<file path="src/rtl/map_dec_pkg.sv">
// map_dec_pkg: shared widths, default window length and gamma controller states
package map_dec_pkg;
  localparam int GAMMA_W = 16;
  localparam int WIN_LEN_DEF = 8;
  typedef enum logic [1:0] {IDLE, WRITE, READ, DRAIN} state_t;
endpackage

</file>
<file path="src/rtl/gamma_skid_buf.sv">
// gamma_skid_buf: 2-entry valid/ready FIFO with occupancy for the SRAM read return path
module gamma_skid_buf
  import map_dec_pkg::*;
#(
  parameter int DW = GAMMA_W
) (
  input  logic          clk,
  input  logic          rst,
  input  logic          in_valid,
  input  logic [DW-1:0] in_data,
  output logic          out_valid,
  input  logic          out_ready,
  output logic [DW-1:0] out_data,
  output logic [1:0]    occ
);
  logic [DW-1:0] mem [2];
  logic wp, rp, push, pop;
  assign out_valid = occ != 2'd0;
  assign out_data = mem[rp];
  assign pop = out_valid & out_ready;
  assign push = in_valid & (occ != 2'd2);
  // storage, pointers and occupancy; head data stays put until popped
  always_ff @(posedge clk) begin
    if (rst) begin
      mem[0] <= '0;
      mem[1] <= '0;
      wp <= 1'b0;
      rp <= 1'b0;
      occ <= 2'd0;
    end else begin
      if (push) mem[wp] <= in_data;
      wp <= wp ^ push;
      rp <= rp ^ pop;
      occ <= occ + {1'b0, push} - {1'b0, pop};
    end
  end
endmodule

</file>
<file path="src/rtl/gamma_win_ctrl.sv">
// gamma_win_ctrl: writes one gamma window to SRAM ascending, streams it back descending
module gamma_win_ctrl
  import map_dec_pkg::*;
#(
  parameter int DW = GAMMA_W,
  parameter int AW = 8,
  parameter int WIN_LEN = WIN_LEN_DEF
) (
  input  logic          clk,
  input  logic          rst,
  input  logic          start,
  output logic          busy,
  input  logic [DW-1:0] g_in,
  input  logic          g_valid,
  output logic          g_ready,
  output logic [DW-1:0] gb_out,
  output logic          gb_valid,
  input  logic          gb_ready,
  output logic [AW-1:0] sram_addr,
  output logic          sram_w_r,
  output logic [DW-1:0] sram_wdata,
  input  logic [DW-1:0] sram_rdata,
  output logic          w_done,
  output logic          r_done
);
  localparam logic [AW-1:0] LAST = AW'(WIN_LEN - 1);
  state_t state, state_nx;
  logic [AW-1:0] wcnt, raddr;
  logic [1:0] occ;
  logic inflight, wr, wlast, rd, pop, last_pop;
  // state register
  always_ff @(posedge clk) begin
    if (rst) state <= IDLE;
    else state <= state_nx;
  end
  // next state, SRAM port and read credit; a read may issue only if the buffer cannot overflow
  always_comb begin
    g_ready = state == WRITE;
    wr = g_ready & g_valid;
    wlast = wr && wcnt == LAST;
    pop = gb_valid & gb_ready;
    rd = state == READ && (3'(occ) + 3'(inflight) < 3'd2 + 3'(pop));
    last_pop = state == DRAIN && pop && occ == 2'd1 && !inflight;
    busy = state != IDLE;
    sram_w_r = wr;
    sram_wdata = wr ? g_in : '0;
    sram_addr = state == WRITE ? wcnt : state == READ ? raddr : '0;
    state_nx = (state == IDLE && start) ? WRITE :
               wlast ? READ :
               (rd && raddr == '0) ? DRAIN :
               last_pop ? IDLE : state;
  end
  // address counters, in-flight read flag and done pulses
  always_ff @(posedge clk) begin
    if (rst) begin
      wcnt <= '0;
      raddr <= '0;
      inflight <= 1'b0;
      w_done <= 1'b0;
      r_done <= 1'b0;
    end else begin
      wcnt <= state == IDLE ? '0 : wr ? wcnt + AW'(1) : wcnt;
      raddr <= wlast ? LAST : rd ? raddr - AW'(1) : raddr;
      inflight <= rd;
      w_done <= wlast;
      r_done <= last_pop;
    end
  end
  gamma_skid_buf #(.DW(DW)) u_buf (
    .clk(clk),
    .rst(rst),
    .in_valid(inflight),
    .in_data(sram_rdata),
    .out_valid(gb_valid),
    .out_ready(gb_ready),
    .out_data(gb_out),
    .occ(occ)
  );
endmodule
</file>
<file path="config.mk">
export PLATFORM = sky130hd
export DESIGN_NAME = gamma_win_ctrl
export DESIGN_NICKNAME = d
export VERILOG_FILES = /design/src/rtl/map_dec_pkg.sv /design/src/rtl/gamma_skid_buf.sv /design/src/rtl/gamma_win_ctrl.sv
export SDC_FILE = /design/constraint.sdc
export NUM_CORES = 1
export LEC_CHECK = 0
export CAP_MARGIN = 25
export CORE_MARGIN = 1
export CORE_UTILIZATION = 51
export CTS_CLUSTER_DIAMETER = 30
export DETAILED_ROUTE_END_ITERATION = 6
export GPL_TIMING_DRIVEN = 0
export PLACE_DENSITY = 0.93
export SYNTH_ARGS = -nofsm -noshare
export SYNTH_HDL_FRONTEND = slang
export SYNTH_SLANG_ARGS = --single-unit
</file>
<file path="constraint.sdc">
create_clock -name clk -period 2.8 [get_ports clk]
set_input_delay 0.84 -clock clk [delete_from_list [all_inputs] [get_ports clk]]
set_output_delay 0.84 -clock clk [all_outputs]
set_load 0.01 [all_outputs]
</file>
# After elaboration in Yosys (flattened, before gate mapping)
# Memories as Yosys holds them, arrays and structs flattened. A register that Yosys moved wholly into a read port is not among the register bits.
# Cells that the tools add are included.
# op_classes
addsub	6
magnitude_cmp	1
n_eq_ne	6
muxes	18
bitwise	5
n_reduce_logical	19
# op_table
op	n
16-bit 2-to-1 mux	2
8-bit 2-to-1 mux	2
16-bit OR reduction	1
1-bit 2-to-1 mux	9
8-bit by 1-bit adder with 8-bit output, second input constant	1
8-bit by 3-bit == test with 1-bit output, second input constant	1
8-bit logical NOT	1
8-bit by 1-bit subtractor with 8-bit output, second input constant	1
1-bit logical AND	7
2-bit 2-to-1 mux	3
3-bit 2-to-1 mux	2
2-bit nonzero test	3
2-bit OR reduction	3
2-bit by 1-bit == test with 1-bit output, second input constant	2
2-bit == test, second input constant	2
4-bit nonzero test	1
2-bit by 1-bit adder with 3-bit output	1
2-bit by 1-bit adder with 3-bit output, first input constant	1
1-bit bitwise AND	3
3-bit less-than comparator	1
3-bit nonzero test	1
2-bit by 1-bit adder with 2-bit output	1
2-bit logical NOT	1
2-bit != test, second input constant	1
3 further kinds	4
# totals
ff_bits	25
ramBits	32
in_bits	37
output_inout_bits	46
mem_count	1
# memory_table
name	depth	width	rd	rd_ports_with_merged_regs	wr	line	source
u_buf.mem	2	16	1	1	2	gamma_skid_buf.sv:16	logic [DW-1:0] mem [2];

# Logic depth before layout (Yosys ltp)
# depth
ltp_word	9
depth_mapped	8
mapped_depth_nobuf	8

# Cells and area by module
# Synthesis repeated with hierarchy kept, for this count alone.
# hier_totals
cells_unflattened	255
hier_area_um2	2895.3
# modules_own_cells
module	instances	cells_per_inst	area_per_inst_um2	seq_area_each_um2
gamma_skid_buf	1	114	1654.1	1041.0
gamma_win_ctrl	1	141	1241.2	420.4

# Worst setup path after synthesis
# OpenSTA, ideal clock, no wires.
# synth_timing
path_kind	input to output
startpoint	input g_valid
endpoint	output sram_wdata[10]
arrival_time_ns	1.677
path_slack_ns	0.283
cell_stages	4
cell_sequence	and3b_1 > clkbuf_1 > clkbuf_1 > and2_1
# synth_via
elab_chain_len	2
# synth_rtl
item	line	source
start, declared	gamma_win_ctrl.sv:14	input logic g_valid,
1-bit bitwise AND	gamma_win_ctrl.sv:39	wr = g_ready & g_valid;
via sram_w_r	gamma_win_ctrl.sv:20	output logic sram_w_r,
16-bit 2-to-1 mux	gamma_win_ctrl.sv:46	sram_wdata = wr ? g_in : '0;
end, declared	gamma_win_ctrl.sv:21	output logic [DW-1:0] sram_wdata,
# The timed path passes the listed nets, and every way through them passes these cells.

==> flow_summary.toml <==
[synthesis]
async_flop_share_pct = 0
synth_area_per_cell_um2 = 10.99
netlist-cell-type-count = 50
syn-cell-area_um2 = 2836
syn_inst = 258
synth_seq_cells = 57
synth_edf_count = 32
synth_fp_nets = 302
ys.flop_type = "edfxtp_1"
ys_seq_area_share_pct = 51.52
yosys_warnings = 0

[placement]
port_buffers = 82
pre_cts_slack_ns = -0.7596
dp_cells = 410
placed_area_um2 = 3749
dp_hpwl_um = 4524
routabilityCongestion = 0.8690

[floorplanning]
core_um2 = 5238
dieArea_um2 = 5864
std_cell_rows = 26
die_y_um = 76.58
die_w_um = 76.58
initial_core_util_pct = 54.16
ioPinCount = 83

[critical_path]
worstPathMaxFanout = 10
reg2reg_to = "u_buf.mem[1][4]$_SDFFCE_PN0P_"
rrSetupSlack_ns = 0.38
worstSetupEndpointType = "output pin"
cp-start-kind = "flop"
r2r_start = "u_buf.occ[1]$_SDFF_PP0_"
critical_path_class = "flop to output pin"
cp.arrival_ns = 1.89
crit_required_ns = 1.96
crit_start = "u_buf.rp$_SDFF_PP0_"
r2r_cells = 4
crit_end = "gb_out[7]"

[grt]
grt_max_degree = 17
grt-ovfl-total = 0
track_usage_pct = 24.00
first_global_vias = 2264
grt_pass1_wl_um = 10830
antenna_found_initial = 0

[cts]
cts.path.max_buffers = 2
cts_root_buffer = "clkbuf_8"
clkSinkCount = 57
clock_latency_ns = 0.33
cts_made_buffers = 9
cts_tree = "yes"
h-tree-depth = 3
clkTransAtPathRegs_ns = 0.07

[pwr]
p_per_area_nw_per_um2 = 549.8
seqPwrFrac_pct = 42.5
clkPwrFrac_pct = 41.4
switching_power_mw = 0.4954
power_leakage_nw = 1.598
comb_power_share_pct = 16.1
power_mw = 2.196
swShare_pct = 22.56
ir_drop_mv = 0.4513
p_int_mw = 1.701

[run]
max-cap-violations = 0

[cells_and_area]
area_growth_syn_to_layout_pct = 40.80
fin_nets = 399
drive_gt1_share_pct = 21.39
utilization_pct = 76.25
antennaDiodeCount = 0
fin_area_um2 = 3994
instances_no_fill = 430
fill_cells = 347

[route]
drt_iter0_drc = 137
firstDrtPassIters = 4
wl_um = 6686
drc = 0
antenna_left = 0
avgViaCountPerCell = 5.356
num_vias = 2303
wl_per_cell_um = 15.55

[sta]
setup_viol = 0
finalHoldViolations = 0
rsz0062_at_grt = "no"
fin_crit_sh_pct = 97.59
worst_pin_slew_ns = 0.8940
setup_slack_ns = 0.06749
fin_skew_ns = 0.005960
finalSetupTns_ns = 0
final_max_slew_viol_count = 0
slew_headroom_pct = 40.36
finalCriticalPeriod_ns = 2.733
holdWs_ns = 0.5192
fmax_mhz = 366.0

[worst_hold_path]
hold_class = "flop to flop"

[status]
status = "completed"
worst max-delay path, cell delays in order, from the launching register on:
cell and delay (ns):
dfxtp_2 0.45, buf_4 0.25, mux2_2 0.38, clkdlybuf4s50_1 0.48
power groups by stage:
stage	clock, mW	combinational, mW	sequential (mW)
floorplan	0	0.174	0.936
global placement	0	0.340	0.939
detailed placement	0	0.347	0.941
CTS	0.916	0.347	0.932
global route	0.956	0.379	0.937
finish	0.910	0.353	0.933
cells in the mapped netlist (all sizes together), types with 2 or more instances:
master / instances / area [µm²]
a31oi: 2 / 12.51
nand3b: 3 / 22.52
or4b: 3 / 30.03
or3: 4 / 26.28
nor2: 21 / 78.83
mux2: 16 / 180.2
xnor2: 3 / 26.28
nand4: 5 / 31.28
or2: 3 / 18.77
o31ai: 2 / 15.01
nor2b: 3 / 21.27
xor2: 8 / 70.07
nand3: 3 / 15.01
a21oi: 5 / 28.78
or4: 2 / 22.52
o21ai: 6 / 30.02
o211ai: 2 / 15.01
a22o: 8 / 71.32
and2: 48 / 300.3
mux2i: 2 / 20.02
edfxtp: 32 / 960.9
nand2: 6 / 22.52
ha: 7 / 87.58
nand2b: 2 / 12.51
inv: 9 / 33.78
dfxtp: 25 / 500.5
and3: 2 / 12.51
clkbuf: 8 / 30.03
buf: 6 / 37.53
metal layers:
layer	routed length (µm)	global-route usage, %	vias to the layer above
met5	0	0	-
met4	153	12.31	0
met3	350	6.108	16
met2	3371	40.36	83
met1	2811	28.27	1099
li1	-	-	1105
cell families (layout without fill, tap and decap cells):
family	Yosys count	in the layout	synth area share [%]
buffers and inverters	23	125	3.573
adder cells (fa/ha/maj)	7	7	3.088
AND/OR/NAND/NOR	113	113	24.13
AO/OA/AOI/OAI	29	29	7.234
XOR/XNOR	11	11	3.397
multiplexers	18	18	7.058
flip-flops	57	57	51.52
state kept, by name, indices dropped and copies added (netlist names):
signal,count
u_buf.rp,1
state,2
wcnt,8
u_buf.mem,32
r_done,1
w_done,1
u_buf.wp,1
raddr,8
inflight,1
u_buf.occ,2
area by class of cell:
class / instances / area (µm²) / share of cell area (%)
Multi-Input combinational cell: 178 / 1279 / 32.02
Tap cell: 70 / 87.58 / 2.193
Inverter: 9 / 33.78 / 0.8459
Clock inverter: 6 / 106.4 / 2.663
Buffer: 12 / 85.08 / 2.130
Clock buffer: 10 / 127.6 / 3.195
Timing Repair Buffer: 88 / 809.5 / 20.27
Sequential cell: 57 / 1465 / 36.69
timing repair:
| item | 4_1_cts | 5_1_grt |
|---|---|---|
| buffers inserted | 4 | 0 |
| gates resized for setup | 75 | 8 |
| hold buffers | 0 | 0 |
| endpoints found under the setup margin | 34 | 24 |
| cloned | 0 | 2 |
placed cells by master, fill, tap and decap left out, drive strengths merged, types with 2 or more instances in the layout:
master         Yosys  routed
xor2               8       8
and2              48      48
nand3              3       3
ha                 7       7
o21ai              6       6
nand2              6       6
o211ai             2       2
clkbuf             8      16
xnor2              3       3
and3               2       2
or3                4       4
or2                3       3
a22o               8       8
nor2b              3       3
clkdlybuf4s50      0      64
a31oi              2       2
bufinv             0       3
or4b               3       3
dfxtp             25      25
mux2              16      16
a21oi              5       5
inv                9       9
or4                2       2
nand2b             2       2
nand4              5       5
edfxtp            32      32
mux2i              2       2
buf                6      28
o31ai              2       2
nand3b             3       3
nor2              21      21
clkinv             0       2
how the worst min path moves through the flow:
stage,slack [ns],cells past startpoint,to,from
floorplan,0.47,2,raddr[5]$_SDFFE_PP0P_,raddr[5]$_SDFFE_PP0P_
global placement,0.49,2,raddr[7]$_SDFFE_PP0P_,raddr[7]$_SDFFE_PP0P_
detailed placement,0.51,2,raddr[5]$_SDFFE_PP0P_,raddr[5]$_SDFFE_PP0P_
CTS,0.51,2,raddr[5]$_SDFFE_PP0P_,raddr[5]$_SDFFE_PP0P_
global route,0.54,2,raddr[4]$_SDFFE_PP0P_,raddr[4]$_SDFFE_PP0P_
finish,0.52,2,raddr[7]$_SDFFE_PP0P_,raddr[7]$_SDFFE_PP0P_
No activity file was read; power rests on OpenSTA's default activity.
